### config.mk
export PLATFORM = sky130hd
export DESIGN_NAME = cfu_mac_seq
export DESIGN_NICKNAME = d
export VERILOG_FILES = /design/src/rtl/cfu_mac_seq.sv
export SDC_FILE = /design/constraint.sdc
export NUM_CORES = 1
export LEC_CHECK = 0
export BUFFER_PORTS_ARGS = -buffer_cell sky130_fd_sc_hd__buf_2
export CAP_MARGIN = 30
export CORE_MARGIN = 3
export CORE_UTILIZATION = 70
export CTS_BUF_LIST = sky130_fd_sc_hd__clkbuf_8
export CTS_CLUSTER_DIAMETER = 100
export DETAILED_ROUTE_END_ITERATION = 12
export PLACE_DENSITY = 0.89
export SLEW_MARGIN = 30
export SYNTH_ARGS = -nofsm -noshare
export SYNTH_HDL_FRONTEND = slang
export SYNTH_SLANG_ARGS = --single-unit
### constraint.sdc
create_clock -name clk -period 15.8 [get_ports clk]
set_input_delay 2.37 -clock clk [delete_from_list [all_inputs] [get_ports clk]]
set_output_delay 2.37 -clock clk [all_outputs]
set_load 0.02 [all_outputs]
### src/rtl/cfu_mac_seq.sv
// Sequential custom-function unit: 4-lane int8 multiply-accumulate with a signed
// input offset and a 32-bit wrapping accumulator, behind a valid/ready cmd/rsp pair.
module cfu_mac_seq #(
  parameter int ACC_W = 32,
  parameter int OFF_W = 9
) (
  input  logic             clk,
  input  logic             reset,
  input  logic             cmd_valid,
  output logic             cmd_ready,
  input  logic [9:0]       cmd_payload_function_id,
  input  logic [31:0]      cmd_payload_inputs_0,
  input  logic [31:0]      cmd_payload_inputs_1,
  output logic             rsp_valid,
  input  logic             rsp_ready,
  output logic [ACC_W-1:0] rsp_payload_outputs_0
);

  localparam int PROD_W = 19;

  typedef enum logic [1:0] {IDLE, MUL, RESP} state_e;

  typedef enum logic [2:0] {
    OP_SET_OFFSET = 3'd0,
    OP_CLEAR      = 3'd1,
    OP_MAC4       = 3'd2,
    OP_READ       = 3'd3
  } op_e;

  state_e                   state_q, state_d;
  logic [ACC_W-1:0]         acc_q, acc_d;
  logic [OFF_W-1:0]         offset_q, offset_d;
  logic [3:0][PROD_W-1:0]   prod_q, prod_d;
  logic                     rsp_valid_q, rsp_valid_d;
  logic [ACC_W-1:0]         rsp_data_q, rsp_data_d;
  logic                     cmd_ready_q, cmd_ready_d;

  logic [3:0][PROD_W-1:0]   lane_prod;
  logic [ACC_W-1:0]         mac_sum;
  logic [2:0]               funct3;
  logic                     unused_fid;

  // A_k * (B_k + offset): 10-bit signed sum, 19-bit signed product.
  function automatic logic [PROD_W-1:0] lane_mul(input logic [7:0] a, input logic [7:0] b,
                                                 input logic [OFF_W-1:0] off);
    logic signed [9:0]        b_w, off_w, sum;
    logic signed [PROD_W-1:0] a_w, sum_w, prod;
    b_w   = {{2{b[7]}}, b};
    off_w = {{(10-OFF_W){off[OFF_W-1]}}, off};
    sum   = b_w + off_w;
    a_w   = {{(PROD_W-8){a[7]}}, a};
    sum_w = {{(PROD_W-10){sum[9]}}, sum};
    prod  = a_w * sum_w;
    return prod;
  endfunction

  function automatic logic [ACC_W-1:0] sext_prod(input logic [PROD_W-1:0] p);
    return {{(ACC_W-PROD_W){p[PROD_W-1]}}, p};
  endfunction

  assign funct3     = cmd_payload_function_id[2:0];
  assign unused_fid = ^cmd_payload_function_id[9:3];

  always_comb begin
    for (int k = 0; k < 4; k++) begin
      lane_prod[k] = lane_mul(cmd_payload_inputs_0[8*k +: 8], cmd_payload_inputs_1[8*k +: 8],
                              offset_q);
    end
  end

  assign mac_sum = acc_q + sext_prod(prod_q[0]) + sext_prod(prod_q[1])
                         + sext_prod(prod_q[2]) + sext_prod(prod_q[3]);

  always_comb begin
    // NOTE: every _d gets a hold value first so no path through the case infers a latch.
    state_d     = state_q;
    acc_d       = acc_q;
    offset_d    = offset_q;
    prod_d      = prod_q;
    rsp_valid_d = rsp_valid_q;
    rsp_data_d  = rsp_data_q;
    unique case (state_q)
      IDLE: begin
        if (cmd_valid) begin
          state_d     = RESP;
          rsp_valid_d = 1'b1;
          rsp_data_d  = '0;
          case (funct3)
            OP_SET_OFFSET: offset_d = cmd_payload_inputs_0[OFF_W-1:0];
            OP_CLEAR: begin
              rsp_data_d = acc_q;
              acc_d      = '0;
            end
            OP_MAC4: begin
              prod_d      = lane_prod;
              state_d     = MUL;
              rsp_valid_d = 1'b0;
            end
            OP_READ: rsp_data_d = acc_q;
            default: ;
          endcase
        end
      end
      MUL: begin
        acc_d       = mac_sum;
        rsp_data_d  = mac_sum;
        rsp_valid_d = 1'b1;
        state_d     = RESP;
      end
      RESP: begin
        if (rsp_ready) begin
          state_d     = IDLE;
          rsp_valid_d = 1'b0;
          rsp_data_d  = '0;
        end
      end
      default: state_d = IDLE;
    endcase
    cmd_ready_d = (state_d == IDLE);
  end

  // NOTE: state flops use non-blocking assignments only; all next-state math lives above.
  always_ff @(posedge clk) begin
    if (reset) begin
      state_q     <= IDLE;
      acc_q       <= '0;
      offset_q    <= '0;
      // NOTE: the product pipeline register is cleared too, so nothing stale survives reset.
      prod_q      <= '0;
      rsp_valid_q <= 1'b0;
      rsp_data_q  <= '0;
      cmd_ready_q <= 1'b1;
    end else begin
      state_q     <= state_d;
      acc_q       <= acc_d;
      offset_q    <= offset_d;
      prod_q      <= prod_d;
      rsp_valid_q <= rsp_valid_d;
      rsp_data_q  <= rsp_data_d;
      cmd_ready_q <= cmd_ready_d;
    end
  end

  assign cmd_ready             = cmd_ready_q;
  assign rsp_valid             = rsp_valid_q;
  assign rsp_payload_outputs_0 = rsp_data_q;

endmodule

Word level (Yosys, flattened, before mapping)
Cells that the tools add are included.
{ "totals": {"regBits": 153, "elab_cells": 55, "ram_bits": 0, "latch_bits": 0, "mem_count": 0, "mem_bits_ro": 0, "out_inout_bits": 34} }
{ "op_classes": {"muxes": 15, "addsub": 8, "magnitude_cmp": 0, "eq_ne": 8, "n_bitwise": 0, "div": 0, "n_reduce_logical": 10, "n_shift": 0, "multipliers": 4} }
{ "op_table": {"columns": ["op", "count"], "rows": [
  ["$mux 32", 5],
  ["$add 32x32->32", 4],
  ["$pmux 32 s3", 1],
  ["$mul 8x10->18", 4],
  ["$pmux 32 s2", 1],
  ["$add 8x9->10", 4],
  ["$reduce_and 3->1", 4],
  ["$eq 3x2->1 const B", 2],
  ["$mux 2", 3],
  ["$pmux 2 s3", 1],
  ["$logic_not 2->1", 2],
  ["$ne 2x2->1 const B", 2],
  ["$eq 3x1->1 const B", 1],
  ["$logic_not 3->1", 1],
  ["$mux 1", 3],
  ["$pmux 1 s3", 1],
  ["$reduce_bool 3->1", 1],
  ["$eq 2x1->1 const B", 1],
  ["$eq 2x2->1 const B", 1],
  ["$ne 2x1->1 const B", 1],
  ["$reduce_bool 2->1", 1],
  ["$reduce_or 2->1", 1]
]} }

Logic depth before layout (Yosys ltp)
{ "logic_depth": {"word_depth": 5, "depth_mapped": 27, "depth_no_buf": 27} }

Least setup slack after synthesis
OpenSTA, ideal clock, no wires.
{ "synth_path": {"kind": "input -> register", "startpoint": "input port cmd_payload_inputs_1[8]", "endpoint": "register prod_q[36] (netlist name)", "arrival_time_ns": 7.876, "t_required_ns": 15.683, "stages": 25, "slack_ns": 7.807, "setup_ns": 0.117, "path_cell_list": "ha_1 > fa_1 > a21o_1 > a21oi_1 > o21bai_1 > a21oi_1 > o21bai_1 > a21oi_1 > xnor2_1 > nand2_1 > fa_1 > fa_1 > inv_1 > fa_1 > inv_1 > fa_1 > inv_1 > ha_1 > and3_1 > a311oi_1 > o21bai_1 > a21o_1 > a31oi_1 > xor2_1 > a22o_1"} }
{ "synth_between": {"elab_chain_len": 2} }
{ "synth_lines": {"columns": ["item", "line", "source"], "rows": [
  ["start: declaration", "13", "input logic [31:0] cmd_payload_inputs_1,"],
  ["$add 8x9->10", "50", "sum = b_w + off_w;"],
  ["$mul 8x10->18", "53", "prod = a_w * sum_w;"],
  ["end signal: assignment", "137", "prod_q <= prod_d;"],
  ["end: declaration", "33", "logic [3:0][PROD_W-1:0] prod_q, prod_d;"]
]} }
No other way between the ends.
A chain may end at the register's enable or synchronous reset.

Final worst setup path
{ "layout_path": {"startpoint": "input port cmd_payload_inputs_1[24]", "endpoint": "register prod_q[74] (netlist name)"} }
Same word-level chain as after synthesis.

==> impl_metrics.ini <==
[sta]
slew_violations = 0
hold_slack_ns = 0.469
period_share_pct = 53.2
fin_skew_ns = 0.0130
slew_headroom_pct = 34.7
hold_violations = 0
worst_pin_slew_ns = 0.978
rsz0062_at_grt = false
setup_violations = 0
clock.fmax_ghz = 0.119
period_needed_ns = 8.40
finalSetupTns_ns = 0

[synthesis]
synth_top_area_share_pct = 29.3
yosysTopAreaCell = fa_1
synthTopCellsByCount = inv_1, fa_1, ha_1, nand2_1, and2_1
synth.distinct_cells = 71
avgSynthCellArea_um2 = 8.84
syn_inst = 2594
synth_seq_area_share_pct = 13.0
synthTopCellsByArea = fa_1, ha_1, dfxtp_1, inv_1, and2_1
yosysMostFrequentCell = inv_1
ys_ff_latch = 149
async_flop_share_pct = 0
synth.cell_area_um2 = 22900
synth_flop_cell = dfxtp_1
synth-edff-count = 0
syn_nets = 3248
ys_warn_count = 0

[floorplan]
die_w_um = 187
ios = 112
die_y_um = 187
initial_core_util_pct = 71.9
die_area_um2 = 35000
fp.coreArea_um2 = 31900
rows = 65

[hold_path]
min_path_type = reg -> reg

[cts]
clock_latency_ns = 0.48
clk_path_buf_depth = 2
cts_hold_buf = 0
cts-root-buf = clkbuf_8
cts_tree = yes
post_cts_resized = 0
post_cts_buffers = 0
htree_levels = 4
cts.clk_slew.worst_paths_ns = 0.09
clock_sinks = 149
cts_buffers = 17

[routing]
detail_route.vias_per_cell = 6.10
vias = 18900
met2_length_mm = 27.3
drtIter0Drc = 1718
drt_wl_total_mm = 57.1
wl_met1_mm = 22.7
routedWlPerCell_um = 18.5
ant_nets = 0
met3_length_mm = 4.80
top_layer_used = met4
drcViolationCount = 0
dr.pass1.iters = 6

[final_layout]
multi_input_area_um2 = 18200
drive_gt1_share_pct = 6.90
final_cell_area_um2 = 24200
diodes = 0
nFillCells = 2186
nets = 3295
register_area_um2 = 2980
areaGrowthSynthToFinish_pct = 5.62

[setup_path]
cp_data_arrival_time_ns = 8.81
start_kind = input pin
cp_num_buf_inv = 4
cp_max_fo = 8
crit_family = adder cells
crit_type = in -> reg
cp-end-kind = flop
cpMostUsedCell = fa_1
slowest_delay_ns = 0.56
cp.required_ns = 16.21
crit_path_top_delay_cell = fa_1

[placement]
dp_hpwl_mm = 45.9
port-buffer-count = 104
place_area_um2 = 23800
gp_congestion = 0.954

[run]
maxCapViolCount = 0

[global_routing]
grt_pass1_vias = 19600
grt_max_degree = 84
grt_overflow = 0
grt_usage_pct = 33.5
antenna_found_initial = 0
grt_pass1_wl_mm = 96.1

[power]
peakVddDrop_v = 0.000108
p_per_area_nw_per_um2 = 141
power.leakage_nw = 11.9

[status]
status = finished, final reports clean
routing by layer:
layer	up-vias	track usage, %
met4	0	14.0
met5	-	0
met1	9255	43.5
met2	878	56.2
li1	8568	-
met3	151	5.49
metrics by stage:
| stage | worst slack (ns) | instances | power, mW | utilization (%) |
|---|---|---|---|---|
| global route | 7.03 | 3089 | 3.76 | 75.9 |
| floorplan | 7.81 | 2594 | 2.44 | - |
| detailed placement | 6.99 | 3057 | 3.02 | 74.6 |
| finish | 7.40 | 3089 | 3.41 | 75.9 |
| global placement | 7.18 | 3057 | 2.88 | 74.5 |
| CTS | 7.47 | 3089 | 3.37 | 75.9 |
power breakdown:
part	switching [mW]	internal [mW]	leakage [nW]
Clock	0.165	0.166	0.217
Sequential	0.0358	0.405	1.21
Combinational	1.52	1.12	10.5
Total	1.72	1.69	11.9
kinds of logic after synthesis:
logic type | synth area share, %
AND/OR/NAND/NOR | 18.3
XOR/XNOR | 5.74
buffers and inverters | 7.56
multiplexers | 0.786
flip-flops | 13.0
AO/OA/AOI/OAI | 12.1
adder cells (fa/ha/maj) | 42.4
cells in the final DEF (no fill, tap or decap), types with 6 or more instances in the layout:
master    instances
and3_1           15
xnor2_1         107
o31a_1            6
inv_1           370
or3_1            10
a31oi_1          17
o211ai_1         17
dfxtp_1         149
o21ai_1          15
a221oi_1         18
buf_4            11
ha_1            240
nor4_1            7
or2_2             7
nor2_1          150
nand3b_1         14
o21bai_1         20
a21o_1           49
nor2b_1          21
clkbuf_8         18
fa_1            336
nand4_1          10
nand2b_1         14
nand3_1          31
a22oi_1           9
a21oi_1         141
mux2i_1          18
nor3_1           70
buf_2           103
xor2_1           33
nand2_1         240
and2_1          212
o21ai_0          29
a22o_1           16
a211oi_1         22
final cells by class:
type	instances	area share, %
clock buffer	18	1.02
clock inverter	14	0.791
inverter	374	5.80
multi-input combinational	1985	75.4
sequential	149	12.3
tap	435	2.25
timing repair buffer	114	2.47
worst register-to-register path: cells and delay by family, from the launching register on:
family | cells | cell delay, ns
adder cells (fa/ha/maj) | 7 | 3.12
AO/OA/AOI/OAI | 11 | 2.15
XOR/XNOR | 2 | 0.69
buffers and inverters | 3 | 0.15
AND/OR/NAND/NOR | 2 | 0.34
flip-flops | 1 | 0.51
final timing paths:
| check | from | end | slack (ns) | cells after the start |
|---|---|---|---|---|
| setup / recovery | cmd_payload_inputs_1[24] | prod_q[74]$_SDFFE_PP0P_ | 7.40 | 26 |
| hold / removal | prod_q[58]$_SDFFE_PP0P_ | prod_q[58]$_SDFFE_PP0P_ | 0.47 | 2 |
| setup reg to reg | offset_q[0]$_SDFFE_PP0P_ | prod_q[74]$_SDFFE_PP0P_ | 8.78 | 25 |
| hold reg to reg | prod_q[58]$_SDFFE_PP0P_ | prod_q[58]$_SDFFE_PP0P_ | 0.47 | 2 |
flip-flops by register name (all words and copies together), names as in the netlist:
register               flops
state_q                    2
rsp_payload_outputs_0     32
offset_q                   9
cmd_ready                  1
prod_q                    72
acc_q                     32
rsp_valid                  1
No activity file was read; power rests on OpenSTA's default activity.
